<file path="src/rtl/core_pkg.sv">
// core_pkg: immediate-source selector encodings shared by the decoder and the extender
package core_pkg;
  localparam logic [2:0] IMM_I     = 3'b000;
  localparam logic [2:0] IMM_S     = 3'b001;
  localparam logic [2:0] IMM_B     = 3'b010;
  localparam logic [2:0] IMM_J     = 3'b011;
  localparam logic [2:0] IMM_U     = 3'b100;
  localparam logic [2:0] IMM_SHAMT = 3'b101;
  localparam logic [2:0] IMM_ZIMM  = 3'b110;
  localparam logic [2:0] IMM_NONE  = 3'b111;
endpackage

</file>
<file path="src/rtl/imm_ext_comb.sv">
// imm_ext_comb: combinational RISC-V immediate extender; instr_i[k]=instr[k+7], imm_o is XLEN wide, shamt_err_o flags shamt bit 5 on RV32
module imm_ext_comb import core_pkg::*; #(
  parameter int XLEN = 32
) (
  input  logic [24:0]     instr_i,
  input  logic [2:0]      immsrc_i,
  output logic [XLEN-1:0] imm_o,
  output logic            shamt_err_o
);
  if (XLEN != 32 && XLEN != 64) begin : g_bad_xlen
    $error("imm_ext_comb: XLEN must be 32 or 64");
  end
  always_comb begin
    imm_o = immsrc_i == IMM_I     ? XLEN'($signed(instr_i[24:13])) :
            immsrc_i == IMM_S     ? XLEN'($signed({instr_i[24:18], instr_i[4:0]})) :
            immsrc_i == IMM_B     ? XLEN'($signed({instr_i[24], instr_i[0], instr_i[23:18], instr_i[4:1], 1'b0})) :
            immsrc_i == IMM_J     ? XLEN'($signed({instr_i[24], instr_i[12:5], instr_i[13], instr_i[23:14], 1'b0})) :
            immsrc_i == IMM_U     ? XLEN'($signed({instr_i[24:5], 12'b0})) :
            immsrc_i == IMM_SHAMT ? (XLEN == 32 ? XLEN'(instr_i[17:13]) : XLEN'(instr_i[18:13])) :
            immsrc_i == IMM_ZIMM  ? XLEN'(instr_i[12:8]) :
                                    '0;
    shamt_err_o = immsrc_i == IMM_SHAMT && XLEN == 32 && instr_i[18];
  end
endmodule

</file>
<file path="src/rtl/imm_ext_stage.sv">
// imm_ext_stage: registered immediate generator with valid/ready handshake and 2-entry skid FIFO; ports: in_* upstream, out_*/imm_out/tag_out/shamt_err downstream, flush discards held entries
module imm_ext_stage #(
  parameter int XLEN  = 32,
  parameter int TAG_W = 5
) (
  input  logic             clk,
  input  logic             rst,
  input  logic             in_valid,
  output logic             in_ready,
  input  logic [24:0]      in_instr,
  input  logic [2:0]       in_immsrc,
  input  logic [TAG_W-1:0] in_tag,
  input  logic             flush,
  output logic             out_valid,
  input  logic             out_ready,
  output logic [XLEN-1:0]  imm_out,
  output logic [TAG_W-1:0] tag_out,
  output logic             shamt_err
);
  logic [XLEN-1:0]  ext_imm, main_imm_q, main_imm_d, skid_imm_q, skid_imm_d;
  logic [TAG_W-1:0] main_tag_q, main_tag_d, skid_tag_q, skid_tag_d;
  logic             ext_err, main_err_q, main_err_d, skid_err_q, skid_err_d;
  logic             main_v_q, main_v_d, skid_v_q, skid_v_d;
  logic             accept, pop, from_skid, load_main, load_skid;
  imm_ext_comb #(.XLEN(XLEN)) u_ext (
    .instr_i    (in_instr),
    .immsrc_i   (in_immsrc),
    .imm_o      (ext_imm),
    .shamt_err_o(ext_err)
  );
  assign in_ready  = ~rst & ~skid_v_q;
  assign out_valid = main_v_q;
  assign imm_out   = main_imm_q;
  assign tag_out   = main_tag_q;
  assign shamt_err = main_err_q;
  assign accept    = in_valid & in_ready;
  assign pop       = main_v_q & out_ready;
  // accept is blocked while skid is occupied, so a skid refill never races a new entry
  assign from_skid = pop & skid_v_q;
  assign load_main = accept & (~main_v_q | pop);
  assign load_skid = accept & main_v_q & ~pop;
  always_comb begin
    main_imm_d = from_skid ? skid_imm_q : load_main ? ext_imm : main_imm_q;
    main_tag_d = from_skid ? skid_tag_q : load_main ? in_tag  : main_tag_q;
    main_err_d = from_skid ? skid_err_q : load_main ? ext_err : main_err_q;
    main_v_d   = from_skid | load_main | (main_v_q & ~pop);
    skid_imm_d = load_skid ? ext_imm : skid_imm_q;
    skid_tag_d = load_skid ? in_tag  : skid_tag_q;
    skid_err_d = load_skid ? ext_err : skid_err_q;
    skid_v_d   = load_skid | (skid_v_q & ~pop);
  end
  always_ff @(posedge clk) begin
    if (rst || flush) begin
      main_imm_q <= '0;
      main_tag_q <= '0;
      main_err_q <= 1'b0;
      main_v_q   <= 1'b0;
      skid_imm_q <= '0;
      skid_tag_q <= '0;
      skid_err_q <= 1'b0;
      skid_v_q   <= 1'b0;
    end else begin
      main_imm_q <= main_imm_d;
      main_tag_q <= main_tag_d;
      main_err_q <= main_err_d;
      main_v_q   <= main_v_d;
      skid_imm_q <= skid_imm_d;
      skid_tag_q <= skid_tag_d;
      skid_err_q <= skid_err_d;
      skid_v_q   <= skid_v_d;
    end
  end
endmodule

</file>
<file path="config.mk">
export PLATFORM = sky130hd
export DESIGN_NAME = imm_ext_stage
export DESIGN_NICKNAME = d
export VERILOG_FILES = /design/src/rtl/core_pkg.sv /design/src/rtl/imm_ext_comb.sv /design/src/rtl/imm_ext_stage.sv
export SDC_FILE = /design/constraint.sdc
export NUM_CORES = 1
export LEC_CHECK = 0
export BUFFER_PORTS_ARGS = -buffer_cell sky130_fd_sc_hd__buf_2
export CORE_ASPECT_RATIO = 1.1
export CORE_MARGIN = 2
export CORE_UTILIZATION = 49
export CTS_CLUSTER_SIZE = 12
export DETAILED_ROUTE_END_ITERATION = 12
export GPL_ROUTABILITY_DRIVEN = 0
export PLACE_DENSITY = 0.74
export SETUP_SLACK_MARGIN = 0.5
export SYNTH_ARGS = -nofsm -noshare
export SYNTH_HDL_FRONTEND = slang
export SYNTH_HIERARCHICAL = 1
export SYNTH_SLANG_ARGS = --single-unit
</file>
<file path="constraint.sdc">
create_clock -name clk -period 1.8 [get_ports clk]
set_input_delay 0.18 -clock clk [delete_from_list [all_inputs] [get_ports clk]]
set_output_delay 0.18 -clock clk [all_outputs]
set_load 0.005 [all_outputs]
</file>
==> results of run 1 <==
## power by group
group / switching (mW) / internal (mW) / leakage, nW
Combinational: 0.296 / 0.233 / 1.17
Clock: 0.683 / 0.785 / 0.106
Sequential: 0.0195 / 1.75 / 0.633
Total: 0.999 / 2.77 / 1.91
## synth_stat cells
library cell / number
o21ai_1: 38
o2bb2ai_1: 1
mux2i_1: 9
clkbuf_1: 16
o22ai_1: 8
o21ai_0: 1
inv_1: 1
nand2b_1: 1
and2b_4: 1
xor2_4: 1
a21oi_1: 47
a31oi_1: 46
a22oi_1: 4
nand3_1: 2
or2_2: 1
nor3_1: 1
and4b_1: 1
and2_1: 1
nor2_1: 6
buf_2: 16
a311oi_1: 1
nand2b_4: 1
dfxtp_1: 78
a21o_1: 12
and3_1: 1
buf_4: 6
a211oi_4: 1
nand2_1: 155
buf_6: 8
nor3b_2: 1
nor2b_1: 11
nor2b_2: 1
## cells by family after synthesis
| kind of cell | Yosys count |
|---|---|
| simple gates | 184 |
| compound gates | 159 |
| flops | 78 |
| buf+inv | 47 |
| mux | 9 |
| xor+xnor | 1 |
## layer usage
| metal | up-vias | routed length [microns] | GRT usage, % |
|---|---|---|---|
| met5 | - | 0 | 0 |
| li1 | 1803 | - | - |
| met3 | 41 | 1190 | 4.28 |
| met1 | 1857 | 4830 | 31.5 |
| met4 | 0 | 431 | 11.5 |
| met2 | 258 | 6000 | 44.8 |
## stage by stage
step                      utilization [%]  hold slack, ns  cells  setup WS [ns]
final                                65.2          0.0724    643          0.301
after global routing                 65.2          0.0810    643          0.254
after CTS                            60.1          0.0683    630          0.396
after detailed placement             54.5           0.444    605          0.152
after global placement               54.5           0.437    605          0.168
after floorplan                         -           0.316    478          0.502
## sequential cells by signal, indices dropped and copies added, names as in the netlist
| signal | cells |
|---|---|
| imm_out | 32 |
| skid_err_q | 1 |
| skid_tag_q | 5 |
| out_valid | 1 |
| tag_out | 5 |
| shamt_err | 1 |
| skid_v_q | 1 |
| skid_imm_q | 32 |
## area by class of cell
| class | instances | area share [%] |
|---|---|---|
| multi-input cells | 353 | 40.3 |
| flip-flops and latches | 78 | 32.8 |
| repair buffers | 108 | 19.9 |
| clock buffers | 9 | 2.59 |
| well taps | 87 | 2.27 |
| clock inverters | 7 | 2.04 |
| inverters | 1 | 0.0784 |
## what timing repair did
item                       in CTS  in global routing
setup endpoints to repair      69                 78
buffers inserted                4                  1
cloned                          5                 12
pin swaps                       1                  1
gates resized for setup        10                 21
## worst max-delay path: cells and delay by family, from the launching register on
| family | cells | cell delay, ns |
|---|---|---|
| AOI/OAI and AO/OA | 3 | 0.54 |
| buffers and inverters | 2 | 0.35 |
| DFF | 1 | 0.37 |
| and+or+nand+nor | 1 | 0.17 |
## worst max path at each step
stage          slack (ns)          from           to
2_1_floorplan        0.50     out_valid   imm_out[0]
3_3_place_gp         0.17  in_immsrc[1]  imm_out[26]
3_5_place_dp         0.15  in_immsrc[1]  imm_out[30]
4_1_cts              0.40     out_valid    out_valid
5_1_grt              0.25     out_valid   imm_out[8]
6_report             0.30     out_valid   imm_out[8]
==> results.json, run 1 <==
{
  "hp-class": "in -> reg",
  "synth.mux.area_fraction_pct": 2.47,
  "worstPathRequired_ns": 2.09,
  "n_antenna_cell": 0,
  "nFillCells": 612,
  "crit_slowest_cell": "dfxtp_4",
  "initial_core_util_pct": 49.7,
  "path_class": "reg -> reg",
  "avgSynthCellArea_sq_um": 7.64,
  "layout_commonest_cell": "nand2_1",
  "grt_use_total_pct": 25.9,
  "cts_tree": "done",
  "finalSetupViolations": 0,
  "mostFrequentLayoutCells": "nand2_1, buf_2, dfxtp_1",
  "fin_setup_tns_ns": 0,
  "worstRegToRegCells": 6,
  "die-area_sq_mm": 0.00816,
  "crit_arrival_ns": 1.78,
  "core_sq_mm": 0.00735,
  "min_period_over_period_pct": 83.3,
  "hold_viol": 0,
  "cpPeakStageDelay_ns": 0.37,
  "worstReg2RegEnd": "imm_out[8]",
  "first_global_vias": 3340,
  "clk_path_buf_depth": 2,
  "drtPass1Iterations": 5,
  "tightestPinTransition_ns": 0.924,
  "rows": 33,
  "viasPerCell": 6.16,
  "synth_top_area_share_pct": 42.8,
  "grt_max_degree": 41,
  "cts_buffers": 9,
  "numClockSinks": 78,
  "vias": 3959,
  "skew_ns": 0.0111,
  "rrSetupSlack_ns": 0.30,
  "routed_wl_mm": 12.5,
  "powerDensity_mw_per_mm2": 787,
  "synthAdderAreaFrac_pct": 0,
  "ys_ff_latch": 78,
  "peakVddDrop_uv": 542,
  "area_growth_pct": 31.1,
  "timing.rr.start": "out_valid",
  "netlist_area_sq_mm": 0.00365,
  "startpoint_type": "register",
  "clk_latency_ns": 0.36,
  "rsz0062_at_grt": "yes",
  "min_period_ns": 1.50,
  "die_y_microns": 94.6,
  "dieWidth_microns": 86.3,
  "min_to": "skid_tag_q[4]",
  "drv_slew": 0,
  "syn_inst": 478,
  "ioPinCount": 78,
  "cap_violations": 0,
  "clk_pin_slew_ns": 0.09,
  "hold_depth": 3,
  "placed_area_sq_mm": 0.00400,
  "total_power_mw": 3.77,
  "drc": 0,
  "cts_hold_buf": 0,
  "drive_gt1_share_pct": 27.2,
  "p_leak_nw": 1.91,
  "worst_setup_path_end_kind": "register",
  "synth_top_area_cell": "dfxtp_1",
  "final_area_sq_mm": 0.00479,
  "fin_nets": 589,
  "synthTopCellsByArea": "dfxtp_1, nand2_1, a31oi_1",
  "synth_compound_area_share_pct": 25.4,
  "drtIter0Drc": 510,
  "wl_per_cell_microns": 19.4,
  "ys_seq_area_share_pct": 42.8,
  "max_freq_mhz": 667,
  "yosys_warnings": 6,
  "port_buffers": 77,
  "ant_nets": 0,
  "yosys.area_share.simple_pct": 21.0,
  "antenna_found_initial": 0,
  "multiInputGateArea_sq_mm": 0.00193,
  "slew_headroom_pct": 38.4,
  "cts-root-buf": "clkbuf_8",
  "syn_nets": 516,
  "min_from": "in_tag[4]",
  "status": "finished, final reports clean",
  "post-dp-hpwl_mm": 5.86,
  "grt_pass1_wl_mm": 16.5,
  "synthXorXnorAreaFrac_pct": 0.754,
  "path_max_fanout": 10,
  "ys_types": 32,
  "htreeDepth": 3,
  "synth_top_family_by_area": "compound AO/OA/AOI/OAI gates",
  "overflow": 0,
  "regArea_sq_mm": 0.00157,
  "crit_chain": "and2b_4 > a211oi_4 > buf_6 > clkbuf_16 > o21ai_1 > a31oi_1"
}
Power figures use the tool's default switching activity.
==> inputs of run 2 (changes only) <==
--- a/config.mk
+++ b/config.mk
@@ -5,6 +5,7 @@
 export SDC_FILE = /design/constraint.sdc
 export NUM_CORES = 1
 export LEC_CHECK = 0
+export ABC_AREA = 1
 export BUFFER_PORTS_ARGS = -buffer_cell sky130_fd_sc_hd__buf_2
 export CORE_ASPECT_RATIO = 1.1
 export CORE_MARGIN = 2
@@ -12,7 +13,7 @@
 export CTS_CLUSTER_SIZE = 12
 export DETAILED_ROUTE_END_ITERATION = 12
 export GPL_ROUTABILITY_DRIVEN = 0
-export PLACE_DENSITY = 0.74
+export PLACE_DENSITY = 0.73
 export SETUP_SLACK_MARGIN = 0.5
 export SYNTH_ARGS = -nofsm -noshare
 export SYNTH_HDL_FRONTEND = slang
==> constraint.sdc (replaced) <==
create_clock -name clk -period 1.6 [get_ports clk]
set_input_delay 0.16 -clock clk [delete_from_list [all_inputs] [get_ports clk]]
set_output_delay 0.16 -clock clk [all_outputs]
set_load 0.005 [all_outputs]
==> run 2 against run 1 <==
  * Flip-flop and latch count stayed put
  * Routed wire length is 9.9% higher
  * Utilization is 1.7 points higher
  * Worst setup slack worse by 0.087 ns
==> results.json, run 2 <==
{
  "status": "finished, final reports clean",
  "path_class": "reg -> reg",
  "rrSetupSlack_ns": 0.21,
  "grt_use_total_pct": 28.3,
  "finalSetupViolations": 0,
  "vias": 4720,
  "ys_ff_latch": 78,
  "drive_gt1_share_pct": 29.6,
  "grt_max_degree": 79,
  "post-dp-hpwl_mm": 7.43,
  "htreeDepth": 3,
  "hold_viol": 0,
  "synth.most_common_cell": "nand2_1",
  "cp_num_cells": 7,
  "crit_top_cell": "nand2_1",
  "crit_start": "out_valid",
  "powerDensity_mw_per_mm2": 741,
  "clk_latency_ns": 0.36,
  "routed_wl_mm": 13.7,
  "crit_end": "imm_out[2]",
  "cts_tree": "done",
  "n_antenna_cell": 0,
  "rows": 35,
  "crit_arrival_ns": 1.64,
  "async_reset_ff_share_pct": 0,
  "drc": 0,
  "core_sq_mm": 0.00845,
  "first_global_vias": 4328,
  "rsz0062_at_grt": "yes",
  "cpPeakStageDelay_ns": 0.39,
  "drv_slew": 0,
  "max_freq_mhz": 721,
  "yosys_warnings": 6,
  "initial_core_util_pct": 50.9,
  "cts_hold_buf": 0,
  "ioPinCount": 78,
  "slew_headroom_pct": 69.5,
  "synth_edf_count": 0,
  "die-area_sq_mm": 0.00954,
  "wl_per_cell_microns": 16.1,
  "worstRegToRegCells": 7,
  "synthTopCellsByArea": "dfxtp_1, nand2_1, nor2_1",
  "worst_setup_path_end_kind": "register",
  "drtIter0Drc": 515,
  "timing.rr.start": "out_valid",
  "cts-root-buf": "clkbuf_8",
  "worstReg2RegEnd": "imm_out[2]",
  "fin_setup_tns_ns": 0,
  "crit_chain": "buf_6 > nand3_4 > buf_12 > nand2_1 > nand2_1 > a21oi_2 > nor2_1",
  "port_buffers": 77,
  "ys_types": 26,
  "grt_pass1_wl_mm": 21.3,
  "antenna_found_initial": 0,
  "dieWidth_microns": 93.3,
  "syn_nets": 700,
  "drtPass1Iterations": 8,
  "ys_seq_area_share_pct": 36.3,
  "placed_area_sq_mm": 0.00485,
  "hp-class": "in -> reg",
  "mostFrequentLayoutCells": "nand2_1, nor2_1, buf_2",
  "p_leak_nw": 2.63,
  "netlist_area_sq_mm": 0.00430,
  "synth_top_area_share_pct": 36.3,
  "min_period_over_period_pct": 86.6,
  "final_area_sq_mm": 0.00566,
  "layout_commonest_cell": "nand2_1",
  "worstPathRequired_ns": 1.85,
  "numClockSinks": 78,
  "clk_pin_slew_ns": 0.09,
  "skew_ns": 0.00816,
  "synth_commonest_cells": "nand2_1, nor2_1, dfxtp_1",
  "syn_inst": 662,
  "area_growth_pct": 31.6,
  "ant_nets": 0,
  "worst-path-buf-inv": 2,
  "die_y_microns": 102,
  "tightestPinTransition_ns": 0.454,
  "path_max_fanout": 39,
  "startpoint_type": "register",
  "overflow": 0,
  "synth_top_area_cell": "dfxtp_1",
  "fin_nets": 773,
  "clk_path_buf_depth": 2,
  "crit_family": "flip-flops",
  "min_period_ns": 1.39,
  "cap_violations": 0,
  "peakVddDrop_uv": 653,
  "ys.flop_type": "dfxtp_1",
  "viasPerCell": 5.55,
  "avgSynthCellArea_sq_um": 6.49,
  "crit_slowest_cell": "dfxtp_4",
  "cts_buffers": 9
}
-- run 2: changes by cell type after synthesis, moves of 12 or more --
cell / delta
nor2_1: +119
inv_1: +51
nand3_1: +48
a31oi_1: -46
nand4_1: +45
o21ai_0: +29
o21ai_1: -28
nand2_1: -13
a21o_1: -12
-- run 2: area by class of cell --
cell class,count,area [sq um]
fillers,689,2800
multi-input cells,471,2480
flip-flops and latches,78,1570
repair buffers,115,1040
inverters,60,235
well taps,111,139
clock buffers,10,128
clock inverters,6,62.6
-- run 2: worst register-to-register path, delay by kind of cell, from the launching register on --
family | cells | cell delay, ns
and+or+nand+nor | 4 | 0.39
DFF | 1 | 0.39
AOI/OAI and AO/OA | 1 | 0.15
buffers and inverters | 2 | 0.36
-- run 2: how the worst min path moves through the flow --
stage          startpoint       endpoint  slack [ns]  depth (start not counted)
6_report        in_tag[4]  skid_tag_q[4]        0.07                          3
5_1_grt         in_tag[4]  skid_tag_q[4]        0.08                          3
4_1_cts         in_tag[4]  skid_tag_q[4]        0.06                          3
3_5_place_dp    in_tag[0]  skid_tag_q[0]        0.44                          3
3_3_place_gp    in_tag[3]  skid_tag_q[3]        0.43                          3
2_1_floorplan   in_tag[0]  skid_tag_q[0]        0.32                          2
-- run 2: power by group --
group	internal [mW]	total, mW	leakage (nW)	switching (mW)
Clock	0.719	1.50	0.100	0.777
Sequential	1.97	1.99	0.633	0.0204
Combinational	0.270	0.701	1.90	0.432
-- run 2: logic make-up after synthesis --
kind of cell    count (synthesis)  synth area share (%)
compound gates                 95                  12.3
buf+inv                       113                  12.2
flops                          78                  36.3
simple gates                  376                  39.1
-- run 2: metrics by stage --
step	power (mW)	instances	hold WS (ns)	setup WS [ns]	utilization [%]
floorplan	2.48	662	0.323	0.417	-
CTS	4.15	847	0.0613	0.297	65.1
finish	4.19	851	0.0707	0.214	66.9
global placement	2.65	812	0.433	0.171	57.4
global route	4.36	851	0.0767	0.138	66.9
detailed placement	2.66	812	0.438	0.0884	57.4
-- run 2: routing by layer --
layer	global-route usage, %	vias to the layer above	wire, microns
li1	-	2293	-
met1	37.5	2154	5940
met2	44.6	236	6290
met3	5.01	37	991
met4	13.9	0	472
met5	0	-	0
-- run 2: repair_timing --
| item | CTS | global route |
|---|---|---|
| gates cloned | 7 | 3 |
| setup endpoints to repair | 80 | 80 |
| resized for setup | 47 | 29 |
| buffers inserted | 12 | 1 |
| pin swaps | 26 | 13 |
